File: config.mk
export PLATFORM = sky130hd
export DESIGN_NAME = spart_rx_flat
export DESIGN_NICKNAME = d
export VERILOG_FILES = /design/src/rtl/spart_rx_if.sv /design/src/rtl/spart_rx.sv /design/src/flat_wrapper.sv
export SDC_FILE = /design/constraint.sdc
export NUM_CORES = 1
export LEC_CHECK = 0
export CAP_MARGIN = 20
export CELL_PAD_IN_SITES_DETAIL_PLACEMENT = 0
export CELL_PAD_IN_SITES_GLOBAL_PLACEMENT = 1
export CORE_MARGIN = 2
export CORE_UTILIZATION = 45
export CTS_BUF_LIST = sky130_fd_sc_hd__clkbuf_2
export DETAILED_ROUTE_END_ITERATION = 8
export HOLD_SLACK_MARGIN = 0.05
export PLACE_DENSITY_LB_ADDON = 0.1
export SLEW_MARGIN = 40
export SYNTH_ARGS = -nofsm -noshare
export SYNTH_HDL_FRONTEND = slang
export SYNTH_SLANG_ARGS = --single-unit
File: constraint.sdc
create_clock -name clk -period 2 [get_ports clk]
set_input_delay 0.2 -clock clk [delete_from_list [all_inputs] [get_ports clk]]
set_output_delay 0.2 -clock clk [all_outputs]
set_load 0.01 [all_outputs]
File: src/rtl/spart_rx_if.sv
`default_nettype none
// ============================================================================
//  Module   : spart_rx_if
//  Purpose  : Receive-buffer bus between spart_rx and the SPART bus interface.
//             The bus side consumes the byte and acknowledges with clr_rda.
//  Revision : 1.0  initial release
// ============================================================================
interface spart_rx_if #(
  parameter int DATA_BITS = 8
);
  logic                 clr_rda;
  logic [DATA_BITS-1:0] rx_data;
  logic                 rda;
  logic                 frm_err;
  logic                 overrun;

  // Bus-interface side: reads the buffer, issues the acknowledge.
  modport master (
    output clr_rda,
    input  rx_data, rda, frm_err, overrun
  );

  // Receiver side: presents the buffer, observes the acknowledge.
  modport slave (
    input  clr_rda,
    output rx_data, rda, frm_err, overrun
  );
endinterface
`default_nettype wire

File: src/rtl/spart_rx.sv
`default_nettype none
// ============================================================================
//  Module   : spart_rx
//  Purpose  : SPART receive datapath. Oversamples rxd with the baud enable,
//             frames 8N1 characters LSB first and holds the last byte plus
//             rda / frm_err / overrun status for the bus interface.
//  Revision : 1.0  initial release
// ============================================================================
module spart_rx #(
  parameter int OVERSAMPLE = 16,
  parameter int DATA_BITS  = 8
) (
  input  wire logic      clk,
  input  wire logic      rst,      // asynchronous, active low
  input  wire logic      enable,   // one-clk baud tick, OVERSAMPLE per bit
  input  wire logic      rxd,      // raw serial input, idle high
  spart_rx_if.slave      bus
);

  localparam int TW = $clog2(OVERSAMPLE);
  localparam int BW = $clog2(DATA_BITS) + 1;

  localparam logic [TW-1:0] TICK_MID = TW'(OVERSAMPLE/2 - 1);
  localparam logic [TW-1:0] TICK_END = TW'(OVERSAMPLE - 1);
  localparam logic [BW-1:0] BIT_LAST = BW'(DATA_BITS - 1);

  typedef enum logic [1:0] {
    IDLE  = 2'd0,
    START = 2'd1,
    DATA  = 2'd2,
    STOP  = 2'd3
  } state_t;

  state_t               state_q, state_d;
  logic [TW-1:0]        tick_q, tick_d;
  logic [BW-1:0]        bit_q, bit_d;
  logic [DATA_BITS-1:0] shift_q, shift_d;
  logic                 sync1_q, sync2_q;
  logic                 rxd_s;
  logic                 done;

  logic [DATA_BITS-1:0] rx_data_q, rx_data_d;
  logic                 rda_q, rda_d;
  logic                 frm_err_q, frm_err_d;
  logic                 overrun_q, overrun_d;

  // Two-flop synchronizer; resets to the idle (high) line level.
  always_ff @(posedge clk or negedge rst) begin
    if (!rst) begin
      sync1_q <= 1'b1;
      sync2_q <= 1'b1;
    end else begin
      sync1_q <= rxd;
      sync2_q <= sync1_q;
    end
  end

  assign rxd_s = sync2_q;

  // Frame state, counters and shift register.
  always_ff @(posedge clk or negedge rst) begin
    if (!rst) begin
      state_q <= IDLE;
      tick_q  <= '0;
      bit_q   <= '0;
      shift_q <= '0;
    end else begin
      state_q <= state_d;
      tick_q  <= tick_d;
      bit_q   <= bit_d;
      shift_q <= shift_d;
    end
  end

  // Framing sequence: everything advances only on baud ticks.
  always_comb begin
    state_d = state_q;
    tick_d  = tick_q;
    bit_d   = bit_q;
    shift_d = shift_q;
    done    = 1'b0;
    if (enable) begin
      case (state_q)
        IDLE: begin
          if (!rxd_s) begin
            state_d = START;
            tick_d  = '0;
          end
        end
        START: begin
          if (tick_q == TICK_MID) begin
            // A line back high at mid start bit was only a glitch.
            tick_d  = '0;
            bit_d   = '0;
            state_d = rxd_s ? IDLE : DATA;
          end else begin
            tick_d = tick_q + 1'b1;
          end
        end
        DATA: begin
          if (tick_q == TICK_END) begin
            // LSB arrives first: shift right, new bit enters at the MSB.
            shift_d = DATA_BITS'({rxd_s, shift_q} >> 1);
            tick_d  = '0;
            bit_d   = bit_q + 1'b1;
            if (bit_q == BIT_LAST) begin
              state_d = STOP;
            end
          end else begin
            tick_d = tick_q + 1'b1;
          end
        end
        STOP: begin
          if (tick_q == TICK_END) begin
            done    = 1'b1;
            tick_d  = '0;
            state_d = IDLE;
          end else begin
            tick_d = tick_q + 1'b1;
          end
        end
        default: begin
          state_d = IDLE;
          tick_d  = '0;
        end
      endcase
    end
  end

  // Status next-state: frame completion takes priority over clr_rda.
  always_comb begin
    rx_data_d = rx_data_q;
    rda_d     = rda_q;
    frm_err_d = frm_err_q;
    overrun_d = overrun_q;
    if (done) begin
      rx_data_d = shift_q;
      rda_d     = 1'b1;
      frm_err_d = ~rxd_s;
      // A simultaneous read consumed the old byte, so nothing was lost.
      overrun_d = bus.clr_rda ? 1'b0 : (overrun_q | rda_q);
    end else if (bus.clr_rda) begin
      rda_d     = 1'b0;
      frm_err_d = 1'b0;
      overrun_d = 1'b0;
    end
  end

  // Registered receive buffer and status flags.
  always_ff @(posedge clk or negedge rst) begin
    if (!rst) begin
      rx_data_q <= '0;
      rda_q     <= 1'b0;
      frm_err_q <= 1'b0;
      overrun_q <= 1'b0;
    end else begin
      rx_data_q <= rx_data_d;
      rda_q     <= rda_d;
      frm_err_q <= frm_err_d;
      overrun_q <= overrun_d;
    end
  end

  assign bus.rx_data = rx_data_q;
  assign bus.rda     = rda_q;
  assign bus.frm_err = frm_err_q;
  assign bus.overrun = overrun_q;

endmodule
`default_nettype wire

File: src/flat_wrapper.sv
// flat-port wrapper written by rule: the top's interface ports become plain ports
module spart_rx_flat 
#(
  parameter int OVERSAMPLE = 16,
  parameter int DATA_BITS  = 8
)
  (clk, rst, enable, rxd, bus_clr_rda, bus_rx_data, bus_rda, bus_frm_err, bus_overrun);
  spart_rx_if #(.DATA_BITS(DATA_BITS)) bus_i ();
  input  wire logic clk;
  input  wire logic rst;
  input  wire logic enable;
  input  wire logic rxd;
  input wire logic [$bits(bus_i.clr_rda)-1:0] bus_clr_rda;
  output wire logic [$bits(bus_i.rx_data)-1:0] bus_rx_data;
  output wire logic [$bits(bus_i.rda)-1:0] bus_rda;
  output wire logic [$bits(bus_i.frm_err)-1:0] bus_frm_err;
  output wire logic [$bits(bus_i.overrun)-1:0] bus_overrun;
  assign bus_i.clr_rda = bus_clr_rda;
  assign bus_rx_data = bus_i.rx_data;
  assign bus_rda = bus_i.rda;
  assign bus_frm_err = bus_i.frm_err;
  assign bus_overrun = bus_i.overrun;
  spart_rx #(.OVERSAMPLE(OVERSAMPLE), .DATA_BITS(DATA_BITS)) u_core (.clk(clk), .rst(rst), .enable(enable), .rxd(rxd), .bus(bus_i));
endmodule
==> run_results.csv, run 1 <==
group,metric,value,unit
placed_design,gp_congestion,0.806,
detailed_routing,ant_nets,0,
setup_path,cp_max_fo,5,
grt,antenna_found_initial,0,
synthesis,ys_types,33,
cells_and_area,antenna_cells,0,
sta,timing.final.crit_share,0.904,
synthesis,synth_flop_cell,"dfrtp_1",
clocking,post_cts_buffers,0,
setup_path,end_kind,"flip-flop",
die,die_area,3680,um^2
clocking,path_clk_slew,0.18,ns
clocking,cts.sinks,31,
die,fp.coreArea,3050,um^2
sta,fin_setup_tns,0,ns
synthesis,synth_cells,117,
sta,fin_worst_skew,0.0294,ns
die,fp.dieW,60.7,um
grt,grtUsageTotal,0.159,
detailed_routing,wire_per_inst,13.9,um
grt,overflow,0,
cells_and_area,final_common_cell,"dfrtp_1",
setup_path,critPathArrivalTime,2.13,ns
synthesis,synth_edf_count,0,
clocking,cts_tree,"yes",
synthesis,ys_async_sr_fraction,1.00,
sta,slew_headroom,0.746,
detailed_routing,dr.pass1.iters,4,
hold_path,hp-class,"input port to async pin",
cells_and_area,fin_nets,152,
synthesis,yosysSeqAreaShare,0.538,
die,start_util,0.474,
grt,grt_pass1_vias,909,
synthesis,syn-cell-area,1450,um^2
grt,grt_start_max_net_pins,32,
detailed_routing,drt-total-wl,2550,um
setup_path,cp_data_required_time,2.32,ns
clocking,ctsHoldBuffers,0,
sta,min_period,1.81,ns
die,die_h,60.7,um
sta,drv_slew,0,
outcome,status,"completed",
sta,timing_hold_violations_final,0,
placed_design,port_buffers,15,
setup_path,crit_path_start_kind,"flip-flop",
detailed_routing,vias,943,
clocking,cts_root_buf,"clkbuf_2",
clocking,cts_buffers,5,
synthesis,synth_fp_nets,129,
setup_path,crit_type,"flip-flop to flip-flop",
sta,setup_viol,0,
sta,max_freq,0.553,GHz
cells_and_area,layout_common_cells,"dfrtp_1 (29), mux2_2 (16), clkdlybuf4s50_1 (15)",
synthesis,ys_ff_latch,31,
sta,rsz0062_at_grt,"false",
placed_design,hpwl,1740,um
clocking,clockBufferDepth,2,
die,num_rows,20,
synthesis,synth.avg_cell_area,12.4,um^2
detailed_routing,viasPerCell,5.13,
power,p_leak,0.809,nW
power,p_per_area,938,nW/um^2
clocking,cts-htree-levels,2,
clocking,cts_resized,0,
grt,grt_pass1_wl,4130,um
die,ios,16,
power,vdd_ir_drop_max,0.000412,V
sta,worst_pin_slew,0.381,ns
detailed_routing,drc,0,
cells_and_area,area_growth,17.1,%
job,maxCapViolations,0,
detailed_routing,drt_iter0_markers,26,
cells_and_area,post-route-util,0.555,
clocking,insertion_delay,0.38,ns
cells_and_area,drive_above_1_share,0.229,
synthesis,yosys_warnings,0,
## sequential cells by signal (all words and copies together) (netlist names), named ones only
register            cells
u_core.sync1_q          1
u_core.bus.overrun      1
u_core.bus.rda          1
u_core.shift_q          8
u_core.bus.frm_err      1
u_core.bus.rx_data      8
u_core.bit_q            4
u_core.tick_q           4
u_core.state_q          1
u_core.rxd_s            1
## kinds of logic (layout without fill, tap and decap cells)
| group | count (synthesis) | count (layout) | synth area share |
|---|---|---|---|
| buffers and inverters | 9 | 32 | 0.0303 |
| AOI/OAI and AO/OA | 16 | 16 | 0.0848 |
| muxes | 18 | 18 | 0.138 |
| adders and majority gates | 7 | 7 | 0.0606 |
| and+or+nand+nor | 36 | 36 | 0.148 |
| DFF | 31 | 31 | 0.538 |
## layout make-up
type                       count  area [um^2]
clock buffer                   5         25.0
clock inverter                 2         8.76
fill                         273         1360
inverter                       6         22.5
timing repair buffer          19          180
sequential                    31          778
multi-input combinational     77          624
tap                           44         55.1
## routing by layer
metal	global-route usage	share of wire	vias up
met3	0.0682	0.054	5
met2	0.233	0.44	19
li1	-	-	468
met4	0.0652	0.011	0
met1	0.207	0.50	451
met5	0	0	-
## stage by stage
stage	hold slack [ns]	instances	power [mW]	instance area, um^2	setup slack [ns]
2_1_floorplan	-0.0956	117	1.19	1450	0.381
3_3_place_gp	0.346	177	1.30	1660	0.250
3_5_place_dp	0.348	177	1.32	1660	0.221
4_1_cts	0.180	184	1.61	1690	0.184
5_1_grt	0.186	184	1.71	1690	0.0172
6_report	0.176	184	1.59	1690	0.192
## worst paths after layout
| path | slack, ns | endpoint | from | depth (start not counted) |
|---|---|---|---|---|
| worst max-delay path | 0.19 | u_core.tick_q[3]$_DFFE_PN0P_ | flip-flop | 6 |
| worst min-delay path | 0.18 | async pin | rst | 2 |
| worst max register to register | 0.19 | u_core.tick_q[3]$_DFFE_PN0P_ | flip-flop | 6 |
| worst min register to register | 0.37 | u_core.rxd_s$_DFF_PN1_ | u_core.sync1_q$_DFF_PN1_ | 0 |
| max in group asynchronous | 1.47 | u_core.sync1_q$_DFF_PN1_ | rst | 2 |
| min in group clk | 0.24 | u_core.sync1_q$_DFF_PN1_ | rxd | 1 |
## worst max-delay path, cell delays in order, from the launching register on
cell,delay (ns)
dfrtp_1,0.45
inv_1,0.13
ha_1,0.29
and4b_1,0.22
a211o_1,0.33
or2_1,0.22
o22ai_1,0.12
## where the power goes
part           total, mW  switching, mW  internal (mW)
clock              0.285          0.211         0.0738
sequential         0.851          0.114          0.737
combinational      0.453          0.233          0.220
total               1.59          0.558           1.03
## Yosys cell counts, types with 2 or more instances
cell       n  share of area
dfstp_2    2          0.036
buf_2      2         0.0069
dfrtp_1   29           0.50
o21ai_0    6          0.021
a21oi_1    2         0.0069
ha_1       7          0.061
nand3b_1   3          0.016
nand2_1    6          0.016
nand4_1    2         0.0086
nand3_1    8          0.028
nor2_1     2         0.0052
mux2_2    16           0.12
nand2b_1   2         0.0086
nand4b_1   2          0.012
mux2i_1    2          0.014
nor3_1     4          0.014
inv_1      6          0.016
Note: power is estimated with default switching activity, not from simulation.
==> run 2: changes to the inputs <==
--- a/config.mk
+++ b/config.mk
@@ -14,6 +14,7 @@
 export DETAILED_ROUTE_END_ITERATION = 8
 export HOLD_SLACK_MARGIN = 0.05
 export PLACE_DENSITY_LB_ADDON = 0.1
+export SETUP_SLACK_MARGIN = 0.15
 export SLEW_MARGIN = 40
 export SYNTH_ARGS = -nofsm -noshare
 export SYNTH_HDL_FRONTEND = slang
==> constraint.sdc (replaced) <==
create_clock -name clk -period 1.8 [get_ports clk]
set_input_delay 0.18 -clock clk [delete_from_list [all_inputs] [get_ports clk]]
set_output_delay 0.18 -clock clk [all_outputs]
set_load 0.01 [all_outputs]
==> run 2 against run 1 <==
Via count up 5.8%. Setup slack worse by 0.040 ns. First-iteration DRC count up 19%. Non-clock buffer count up 8. Cell area up 6.9%. Critical endpoint unchanged.
==> run_results.csv, run 2 (synthesis gave the netlist of run 1 again) <==
group,metric,value,unit
outcome,status,"completed",
sta,rsz0062_at_grt,"true",
detailed_routing,wire_per_inst,13.4,um
grt,grt_start_max_net_pins,32,
sta,timing.final.crit_share,0.916,
sta,setup_viol,0,
placed_design,hpwl,1780,um
clocking,cts_buffers,5,
grt,antenna_found_initial,0,
clocking,cts-htree-levels,2,
die,die_area,3680,um^2
clocking,cts_tree,"yes",
setup_path,critPathArrivalTime,1.93,ns
die,num_rows,20,
die,ios,16,
grt,grt_pass1_wl,4180,um
placed_design,gp_congestion,0.907,
clocking,cts.sinks,31,
clocking,clockBufferDepth,2,
job,maxCapViolations,0,
sta,slew_headroom,0.744,
cells_and_area,drive_above_1_share,0.322,
setup_path,crit_path_start_kind,"flip-flop",
sta,timing_hold_violations_final,0,
sta,fin_setup_tns,0,ns
detailed_routing,drt_iter0_markers,31,
clocking,cts_root_buf,"clkbuf_2",
detailed_routing,drc,0,
sta,worst_pin_slew,0.384,ns
clocking,insertion_delay,0.36,ns
die,start_util,0.474,
die,fp.dieW,60.7,um
sta,drv_slew,0,
cells_and_area,final_common_cell,"dfrtp_1",
cells_and_area,post-route-util,0.593,
die,fp.coreArea,3050,um^2
placed_design,port_buffers,15,
cells_and_area,layout_common_cells,"dfrtp_1 (28), mux2_2 (16), clkdlybuf4s50_1 (15)",
detailed_routing,viasPerCell,5.17,
sta,min_period,1.65,ns
grt,grtUsageTotal,0.159,
clocking,path_clk_slew,0.16,ns
grt,grt_pass1_vias,942,
grt,overflow,0,
cells_and_area,multi_input_area,658,um^2
detailed_routing,dr.pass1.iters,4,
setup_path,cp_max_fo,5,
sta,fin_worst_skew,0.0108,ns
power,p_total,1.90,mW
detailed_routing,vias,998,
power,p_leak,0.858,nW
detailed_routing,ant_nets,0,
power,p_per_area,1050,nW/um^2
cells_and_area,nFillCells,271,
sta,max_freq,0.607,GHz
die,die_h,60.7,um
setup_path,end_kind,"flip-flop",
clocking,ctsHoldBuffers,0,
cells_and_area,ff_latch_area,779,um^2
cells_and_area,area_growth,25.3,%
detailed_routing,drt-total-wl,2590,um
cells_and_area,antenna_cells,0,
setup_path,crit_type,"flip-flop to flip-flop",
hold_path,hp-class,"input port to async pin",
setup_path,cp_data_required_time,2.08,ns
cells_and_area,fin_nets,160,
power,vdd_ir_drop_max,0.000536,V
==> run 2: through the flow <==
stage          hold WS (ns)  std cells  setup slack [ns]  instance area [um^2]
2_1_floorplan        -0.116        117             0.181                  1450
3_3_place_gp          0.347        180             0.116                  1700
3_5_place_dp          0.347        180            0.0422                  1700
4_1_cts               0.186        189             0.159                  1760
5_1_grt               0.172        193             0.108                  1810
6_report              0.193        193             0.152                  1810
==> run 2: metal layers <==
metal | share of wire | up-vias | track usage
met3 | 0.034 | 5 | 0.0469
li1 | - | 487 | -
met5 | 0 | - | 0
met2 | 0.47 | 18 | 0.226
met1 | 0.48 | 488 | 0.217
met4 | 0.015 | 0 | 0.0901
==> run 2: worst paths after layout <==
path	startpoint	endpoint	slack [ns]	depth (start not counted)
max reg2reg	flip-flop	u_core.tick_q[3]$_DFFE_PN0P_	0.15	6
min in group clk	rxd	u_core.sync1_q$_DFF_PN1_	0.20	1
min reg2reg	u_core.sync1_q$_DFF_PN1_	u_core.rxd_s$_DFF_PN1_	0.37	0
min	rst	u_core.bus.rx_data[2]$_DFFE_PN0P_	0.19	2
max	flip-flop	u_core.tick_q[3]$_DFFE_PN0P_	0.15	6
max in group asynchronous	rst	u_core.sync1_q$_DFF_PN1_	1.29	2
==> run 2: final cells by class <==
class	count	share of cell area
Inverter	6	0.0124
Timing Repair Buffer	27	0.142
Clock buffer	7	0.0193
Multi-Input combinational cell	77	0.363
Tap cell	44	0.0304
Sequential cell	31	0.430
Clock inverter	1	0.00276
==> run 2: power by group <==
group | internal, mW | switching [mW] | total [mW] | leakage (nW)
sequential | 0.821 | 0.122 | 0.943 | 0.394
combinational | 0.324 | 0.292 | 0.616 | 0.432
clock | 0.106 | 0.232 | 0.338 | 0.0330
==> run 2: worst max-delay path: stages (launching register included) <==
cell and delay [ns]:
dfrtp_1 0.47, inv_2 0.11, ha_4 0.16, and4b_1 0.19, a211o_1 0.29, or2_1 0.22
o22ai_1 0.12
==> run 2: repair_timing <==
item / 4_1_cts / 5_1_grt
setup buffers: 1 / 4
setup endpoints to repair: 23 / 24
pin swaps: 3 / 2
resized for setup: 6 / 4
